<file path="src/rtl/rf_wb_arbiter.sv">
// Write-back arbiter: holds one result per unit (lsu, alu0, alu1) and drains up to two
// per cycle onto the register-file write ports, with an aging boost for alu1.
module rf_wb_arbiter (
    input  logic        clock,
    input  logic        reset,
    input  logic        lsu_valid,
    output logic        lsu_ready,
    input  logic [4:0]  lsu_rd,
    input  logic [63:0] lsu_data,
    input  logic        alu0_valid,
    output logic        alu0_ready,
    input  logic [4:0]  alu0_rd,
    input  logic [63:0] alu0_data,
    input  logic        alu1_valid,
    output logic        alu1_ready,
    input  logic [4:0]  alu1_rd,
    input  logic [63:0] alu1_data,
    output logic        rf_bus_0_wen,
    output logic [4:0]  rf_bus_0_waddr,
    output logic [63:0] rf_bus_0_wdata,
    output logic        rf_bus_1_wen,
    output logic [4:0]  rf_bus_1_waddr,
    output logic [63:0] rf_bus_1_wdata,
    output logic        wb_idle
);

    logic        held_lsu_r, held_alu0_r, held_alu1_r;
    logic [4:0]  rd_lsu_r, rd_alu0_r, rd_alu1_r;
    logic [63:0] data_lsu_r, data_alu0_r, data_alu1_r;
    logic [1:0]  alu1_wait_r;

    logic [3:0]  cand_held_s;
    logic [4:0]  cand_rd_s [4];
    logic [63:0] cand_data_s [4];
    logic [1:0]  order_s [3];
    logic [1:0]  idx_s;
    logic [1:0]  g0_idx_s, g1_idx_s;
    logic        grant_lsu_s, grant_alu0_s, grant_alu1_s;

    // Pack the held entries into index-addressable candidates; slot 3 is the empty "no grant" entry.
    always_comb begin
        cand_held_s    = {1'b0, held_alu1_r, held_alu0_r, held_lsu_r};
        cand_rd_s[0]   = rd_lsu_r;
        cand_rd_s[1]   = rd_alu0_r;
        cand_rd_s[2]   = rd_alu1_r;
        cand_rd_s[3]   = 5'd0;
        cand_data_s[0] = data_lsu_r;
        cand_data_s[1] = data_alu0_r;
        cand_data_s[2] = data_alu1_r;
        cand_data_s[3] = 64'd0;
    end

    // Priority order; a starved alu1 jumps ahead of alu0.
    always_comb begin
        order_s[0] = 2'd0;
        if (alu1_wait_r == 2'd3) begin
            order_s[1] = 2'd2;
            order_s[2] = 2'd1;
        end else begin
            order_s[1] = 2'd1;
            order_s[2] = 2'd2;
        end
    end

    // Pick port-0 and port-1 grants; port 1 skips a candidate writing the same nonzero rd as port 0.
    always_comb begin
        g0_idx_s = 2'd3;
        g1_idx_s = 2'd3;
        idx_s    = 2'd0;
        for (int k = 0; k < 3; k++) begin
            idx_s = order_s[k];
            if (!cand_held_s[idx_s]) begin
                g0_idx_s = g0_idx_s;
            end else if (g0_idx_s == 2'd3) begin
                g0_idx_s = idx_s;
            end else if ((g1_idx_s == 2'd3) &&
                         !((cand_rd_s[idx_s] != 5'd0) && (cand_rd_s[idx_s] == cand_rd_s[g0_idx_s]))) begin
                g1_idx_s = idx_s;
            end else begin
                g1_idx_s = g1_idx_s;
            end
        end
    end

    assign grant_lsu_s  = (g0_idx_s == 2'd0) || (g1_idx_s == 2'd0);
    assign grant_alu0_s = (g0_idx_s == 2'd1) || (g1_idx_s == 2'd1);
    assign grant_alu1_s = (g0_idx_s == 2'd2) || (g1_idx_s == 2'd2);

    assign lsu_ready  = !held_lsu_r  || grant_lsu_s;
    assign alu0_ready = !held_alu0_r || grant_alu0_s;
    assign alu1_ready = !held_alu1_r || grant_alu1_s;

    assign wb_idle = !held_lsu_r && !held_alu0_r && !held_alu1_r && !rf_bus_0_wen && !rf_bus_1_wen;

    // Holding registers: a new handshake overrides the clear caused by a grant in the same cycle.
    always_ff @(posedge clock) begin
        if (reset) begin
            held_lsu_r  <= 1'b0;
            held_alu0_r <= 1'b0;
            held_alu1_r <= 1'b0;
            rd_lsu_r    <= 5'd0;
            rd_alu0_r   <= 5'd0;
            rd_alu1_r   <= 5'd0;
            data_lsu_r  <= 64'd0;
            data_alu0_r <= 64'd0;
            data_alu1_r <= 64'd0;
        end else begin
            if (lsu_valid && lsu_ready) begin
                held_lsu_r <= 1'b1;
                rd_lsu_r   <= lsu_rd;
                data_lsu_r <= lsu_data;
            end else if (grant_lsu_s) begin
                held_lsu_r <= 1'b0;
            end
            if (alu0_valid && alu0_ready) begin
                held_alu0_r <= 1'b1;
                rd_alu0_r   <= alu0_rd;
                data_alu0_r <= alu0_data;
            end else if (grant_alu0_s) begin
                held_alu0_r <= 1'b0;
            end
            if (alu1_valid && alu1_ready) begin
                held_alu1_r <= 1'b1;
                rd_alu1_r   <= alu1_rd;
                data_alu1_r <= alu1_data;
            end else if (grant_alu1_s) begin
                held_alu1_r <= 1'b0;
            end
        end
    end

    // alu1 aging counter, saturating at 3.
    always_ff @(posedge clock) begin
        if (reset) begin
            alu1_wait_r <= 2'd0;
        end else if (held_alu1_r && !grant_alu1_s) begin
            if (alu1_wait_r != 2'd3) begin
                alu1_wait_r <= alu1_wait_r + 2'd1;
            end
        end else begin
            alu1_wait_r <= 2'd0;
        end
    end

    // Register the write ports; an absent grant selects the all-zero slot 3.
    always_ff @(posedge clock) begin
        if (reset) begin
            rf_bus_0_wen   <= 1'b0;
            rf_bus_0_waddr <= 5'd0;
            rf_bus_0_wdata <= 64'd0;
            rf_bus_1_wen   <= 1'b0;
            rf_bus_1_waddr <= 5'd0;
            rf_bus_1_wdata <= 64'd0;
        end else begin
            rf_bus_0_wen   <= (cand_rd_s[g0_idx_s] != 5'd0);
            rf_bus_0_waddr <= cand_rd_s[g0_idx_s];
            rf_bus_0_wdata <= cand_data_s[g0_idx_s];
            rf_bus_1_wen   <= (cand_rd_s[g1_idx_s] != 5'd0);
            rf_bus_1_waddr <= cand_rd_s[g1_idx_s];
            rf_bus_1_wdata <= cand_data_s[g1_idx_s];
        end
    end

endmodule

</file>
<file path="config.mk">
export PLATFORM = sky130hd
export DESIGN_NAME = rf_wb_arbiter
export DESIGN_NICKNAME = d
export VERILOG_FILES = /design/src/rtl/rf_wb_arbiter.sv
export SDC_FILE = /design/constraint.sdc
export NUM_CORES = 1
export LEC_CHECK = 0
export BUFFER_PORTS_ARGS = -buffer_cell sky130_fd_sc_hd__buf_2
export CAP_MARGIN = 20
export CORE_UTILIZATION = 30
export DETAILED_ROUTE_END_ITERATION = 16
export MAX_ROUTING_LAYER = met4
export PLACE_DENSITY = 0.55
export REMOVE_ABC_BUFFERS = 1
export SLEW_MARGIN = 20
export SYNTH_ARGS = -nofsm -noshare
export SYNTH_HDL_FRONTEND = slang
export SYNTH_SLANG_ARGS = --single-unit
</file>
<file path="constraint.sdc">
create_clock -name clock -period 9.6 [get_ports clock]
set_input_delay 1.92 -clock clock [delete_from_list [all_inputs] [get_ports clock]]
set_output_delay 1.92 -clock clock [all_outputs]
set_load 0.01 [all_outputs]
</file>
==> run metrics, run 1 <==
outcome=finished clean; Die Area=50,000 um^2; number of buffers created by CTS=41; number of flops mapped to enable cells by yosys=0; postcts setup bufs=0; initial core utilization=30.6%; mean post-synth cell area=8.38 um^2; routed len/inst=20.6 um; synthesized flop and latch total=352; post-CTS sizing=0; final WL=55,700 um; die width=224 um; final RePlAce weighted congestion=0.851; drt pass-1 iters=7; die height=224 um; Max Slew Vio Count=0; Setup TNS=0 ps; Root Buffer Master=clkbuf_16; CTS tree=built; CP Capture Type=output pin; achievable frequency=155 MHz; CP Max Fanout=70; layout cells sized above 1=25.7%; DP Area=16,900 um^2; Critical Path RT=7680 ps; Worst EP arrival=4530 ps; Setup violations, final=0; vias in the first global route=14,002; clock net sink count=352; Worst Setup Path Type=reg2out; Layout fillers=4,990; Hold WS=491 ps; Worst Setup SP=alu1_wait_r[0]$_SDFFE_PP0P_; Synthesis Warnings=0; crit path cell chain=ha_1, and4b_1, a21boi_0, o311ai_0, nor4bb_1, and3_1, o32a_1, o21a_4, clkinv_2, buf_2; Worst-Skew Late Latency=570 ps; RSZ-0062 raised after global routing=false; pin count of the biggest net entering global routing=172; PD cells=199 nW/um^2; grt ovf=0; Slew @ Worst Pin=1150 ps; clock tree buffer depth=3; Clock transition at path regs=60 ps; ANT nets after route=0; Period minus WS final=6450 ps; DRC Markers=0; max incr delay on CP=800 ps; Synth area leaders=dfxtp_1, a21oi_1, nor2_1, mux2i_1, mux2_2; Distinct cells, synth=59; area leader, netlist=dfxtp_1; top cell type's share of synthesized area=47.8%; Port Buffers=354; worst reg2reg path startpoint=alu1_wait_r[0]$_SDFFE_PP0P_; H-Tree Level Count=2; Fin. Hold Viols=0; Iteration-0 DRC Markers=1,099; CP bufs+invs=2; hold_sp=data_alu1_r[8]$_SDFFE_PP0P_; total track usage=22.4%; Ports=356; Min-Delay Path Class=reg2reg; PnR Total Power=3.63 mW; CP delay by family, top=compound AO/OA/AOI/OAI gates; max_slew headroom=23.4%; Via density=5.22; Core ar.=48,100 um^2; total number of vias=14,115; post-synthesis cell area=14,700 um^2; first-pass GRT wire length=84,100 um; Final #Nets=2,225; area growth from synthesis to layout=23.6%; Final Cycle Share=67.2%; DPL Wire Length=34,000 um; row cnt=80; CTS Hold Bufs=0; crit path launch type=flip-flop; CP max stage cell=o21a_4; FFs w/ async S/R, synth=0%; Max IR drop VDD=0.0865 mV; initial antenna violation count=9; max cap viols=0; prevailing post-synth register cell=dfxtp_1; cell count after synthesis=1,759; leakage=7.51 nW; Setup Skew=21.6 ps; post-synthesis sequential area ratio=47.8%; design area=18,200 um^2
## worst min-delay path, stage by stage (launching register included)
cell and delay [ps]:
dfxtp_1 310, o21ai_0 70, a21oi_1 60
## flip-flops by register name, summed over array words and instances, names as in the netlist
| register | count |
|---|---|
| rf_bus_1_waddr | 5 |
| held_alu0_r | 1 |
| rf_bus_1_wdata | 64 |
| rd_lsu_r | 5 |
| rd_alu0_r | 5 |
| rf_bus_0_waddr | 5 |
| held_lsu_r | 1 |
| rf_bus_0_wdata | 64 |
| rf_bus_1_wen | 1 |
| rd_alu1_r | 5 |
| data_alu0_r | 64 |
| alu1_wait_r | 2 |
| held_alu1_r | 1 |
| rf_bus_0_wen | 1 |
| data_alu1_r | 64 |
| data_lsu_r | 64 |
## per-stage QoR
| stage | instances | setup WS, ps | util, % |
|---|---|---|---|
| global placement | 2622 | 3750 | 34.9 |
| detailed placement | 2624 | 3720 | 35.0 |
| CTS | 2695 | 3110 | 37.8 |
| floorplan | 1593 | -1300 | - |
| global route | 2704 | 2780 | 37.8 |
| finish | 2705 | 3150 | 37.9 |
## power breakdown
| group | switching [mW] | internal, mW | total [mW] |
|---|---|---|---|
| clock | 0.647 | 0.932 | 1.58 |
| combinational | 0.298 | 0.158 | 0.456 |
| sequential | 0.0564 | 1.54 | 1.59 |
| total | 1.00 | 2.63 | 3.63 |
## placed cells by master, fill, tap and decap left out, types with 43 or more instances in the layout
cell	n
nand2_1	146
o21ai_0	126
buf_2	350
dfxtp_1	352
a22oi_1	69
mux2_2	65
nand3_1	142
clkbuf_16	43
mux2i_1	77
nor2_1	216
a21oi_1	282
## cells by family (layout without fill, tap and decap cells)
kind of cell	Yosys count	count (layout)	synth area share (%)
flops	352	352	47.8
fa+ha+maj	2	2	0.170
mux	143	143	10.3
xor+xnor	5	5	0.297
other cells	1	11	0.0254
simple gates	538	538	15.6
compound gates	534	534	20.3
buf+inv	184	464	5.46
## cell usage after synthesis, drive strengths merged, types with 4 or more instances
library cell  instances
a21oi               283
a21o                  4
nor2                218
nand2               146
nor2b                 5
nand3               142
mux2                 65
nor3                  7
clkbuf               95
a222oi                4
a22oi                69
xnor2                 4
dfxtp               352
o21ai               147
mux2i                77
or3                   4
buf                  71
inv                  17
## final timing paths
path / end / slack, ps / cells after the start
min: data_alu1_r[8]$_SDFFE_PP0P_ / 490 / 2
max reg2reg: rd_alu0_r[0]$_SDFFE_PP0P_ / 4520 / 11
max: alu0_ready / 3150 / 10
min reg2reg: data_alu1_r[8]$_SDFFE_PP0P_ / 490 / 2
## cell type report
class	instances	area, um^2	area share [%]
antenna	10	25.0	0.137
clock buffer	54	1160	6.35
timing repair buffer	375	1970	10.8
sequential	352	7050	38.7
multi-input combinational	1223	6940	38.1
tap	656	821	4.50
clock inverter	17	188	1.03
inverter	18	70.1	0.384
## routing by layer
layer  vias up  part of all wire, %  routed length [um]  global-route usage (%)
li1       6679                    -                   -                       -
met1      6790                   44               24700                    28.9
met2       554                   47               26000                    35.7
met3        92                  6.6                3690                    4.08
met4         0                  2.4                1350                    6.56
met5         -                    0                   0                       -
Note: power is estimated with default switching activity, not from simulation.
==> run 2: changes to the inputs <==
==> constraint.sdc (replaced) <==
create_clock -name clock -period 6.1 [get_ports clock]
set_input_delay 1.22 -clock clock [delete_from_list [all_inputs] [get_ports clock]]
set_output_delay 1.22 -clock clock [all_outputs]
set_load 0.01 [all_outputs]
==> run 2 against run 1 <==
Clock power grew 58%. Combinational power grew 58%. Non-clock buffer count shrank 2. Largest power group unchanged.
==> run metrics, run 2 (synthesis gave the netlist of run 1 again) <==
Final Util=37.9% (about the same); Clock transition at path regs=60 ps (about the same); ANT nets after route=0 (unchanged); Max Slew Vio Count=0 (unchanged); final RePlAce weighted congestion=0.849 (-0.18%); layout cells sized above 1=25.7% (+0.049 points); drt pass-1 iters=6 (-1); routed len/inst=20.9 um (+1.2%); area growth from synthesis to layout=23.7% (about the same); Worst Setup Path Type=reg2out; achievable frequency=179 MHz; Slew @ Worst Pin=1180 ps (+32.1 ps); Root Buffer Master=clkbuf_16; final WL=56,300 um (+1.1%); die width=224 um (unchanged); DRC Markers=0 (unchanged); Worst-Skew Late Latency=580 ps (about the same); Min-Delay Path Class=reg2reg; die height=224 um (unchanged); CP Capture Type=output pin; first-pass GRT wire length=84,500 um (+0.42%); max cap viols=0 (unchanged); row cnt=80 (unchanged); Die Area=50,000 um^2 (unchanged); Fin. Hold Viols=0 (unchanged); PD cells=314 nW/um^2 (+58%); Final #Nets=2,223 (-0.090%); CTS tree=built; crit path launch type=flip-flop; Core ar.=48,100 um^2 (unchanged); leading cell type in the layout, fill and taps excluded=dfxtp_1; Final Cycle Share=91.7%; Setup Skew=28.7 ps (+7.16 ps); initial antenna violation count=6 (-3); Period minus WS final=5600 ps; Iteration-0 DRC Markers=1,302 (+18%); Via density=5.29 (+1.5%); clock net sink count=352 (unchanged); commonest cells after routing, fill and taps aside=dfxtp_1, buf_2, a21oi_1, nor2_1, nand2_1; total number of vias=14,299 (+1.3%); max_slew headroom=21.5% (-2.0 points); H-Tree Level Count=2 (unchanged); Critical Path RT=4880 ps (-2800 ps); Ports=356 (unchanged); design area=18,200 um^2 (about the same); RSZ-0062 raised after global routing=false; Port Buffers=354 (unchanged); grt ovf=0 (unchanged); number of buffers created by CTS=40 (-2.4%); leakage=7.51 nW (about the same); initial core utilization=30.6% (unchanged); CP Max Fanout=35 (-50%); outcome=finished clean; Max IR drop VDD=0.189 mV (+120%); clock tree buffer depth=3 (unchanged); DPL Wire Length=32,600 um (-4.3%); CTS Hold Bufs=0 (unchanged); vias in the first global route=14,102 (+0.71%); pin count of the biggest net entering global routing=152 (-12%); Setup violations, final=0 (unchanged); total track usage=22.5% (+0.092 points); DP Area=16,800 um^2 (-0.10%); Worst EP arrival=4380 ps (-150 ps)
[run 2: cell types whose count changed in the layout (fill, tap and decap cells not counted), moves of 2 or more]
cell	previous run	this run
buf_4	22	20
clkbuf_8	4	11
buf_12	0	2
diode_2	10	6
clkinv_4	3	1
clkinv_2	8	5
[run 2: routing by layer]
layer / GRT usage, % / share of wire (%) / vias to the layer above
li1: - / - / 6666
met1: 29.5 / 45 / 6894
met2: 35.3 / 46 / 630
met3: 3.84 / 7.1 / 109
met4: 7.07 / 2.5 / 0
met5: - / 0 / -
[run 2: through the flow]
stage | total power [mW] | instances | setup WS [ps] | setup TNS [ps] | hold slack (ps)
3_3_place_gp | 3.26 | 2622 | 898 | 0 | 473
4_1_cts | 5.77 | 2694 | 236 | 0 | 490
5_1_grt | 5.95 | 2701 | 217 | 0 | 517
6_report | 5.72 | 2701 | 503 | 0 | 490
3_5_place_dp | 3.27 | 2622 | 850 | 0 | 482
2_1_floorplan | 2.88 | 1593 | -4100 | -348900 | 458
[run 2: repair_timing]
action / 4_1_cts / 5_1_grt
hold endpoints to repair: 0 / 0
setup buffers: 0 / 0
resized for setup: 0 / 0
setup endpoints to repair: 0 / 1
[run 2: worst paths after layout]
path	from	endpoint	slack [ps]	cells past startpoint
max	alu1_wait_r[0]$_SDFFE_PP0P_	alu0_ready	500	10
min	data_alu0_r[15]$_SDFFE_PP0P_	data_alu0_r[15]$_SDFFE_PP0P_	490	2
max reg2reg	alu1_wait_r[0]$_SDFFE_PP0P_	rf_bus_1_wen$_SDFF_PP0_	1320	11
min reg2reg	data_alu0_r[15]$_SDFFE_PP0P_	data_alu0_r[15]$_SDFFE_PP0P_	490	2
[run 2: where the power goes]
group	leakage [nW]	internal (mW)	total, mW	switching [mW]
logic	3.97	0.245	0.720	0.475
clock network	0.669	1.48	2.49	1.01
registers	2.88	2.42	2.50	0.0883
total	7.51	4.15	5.72	1.57
[run 2: cell type report]
| cell class | instances | area [um^2] |
|---|---|---|
| Inverter | 18 | 70.1 |
| Clock inverter | 13 | 149 |
| Tap cell | 656 | 821 |
| Sequential cell | 352 | 7050 |
| Timing Repair Buffer | 373 | 1960 |
| Antenna cell | 6 | 15.0 |
| Multi-Input combinational cell | 1224 | 6950 |
| Clock buffer | 59 | 1220 |
| Fill cell | 5010 | 29900 |
[run 2: worst max-delay path: stages (launching register included)]
cell	delay, ps
dfxtp_1	370
ha_1	760
and4b_1	360
a21boi_0	120
o311ai_0	130
nor4bb_1	460
and3_1	330
o32a_1	360
o21a_4	600
clkinv_2	130
buf_2	170
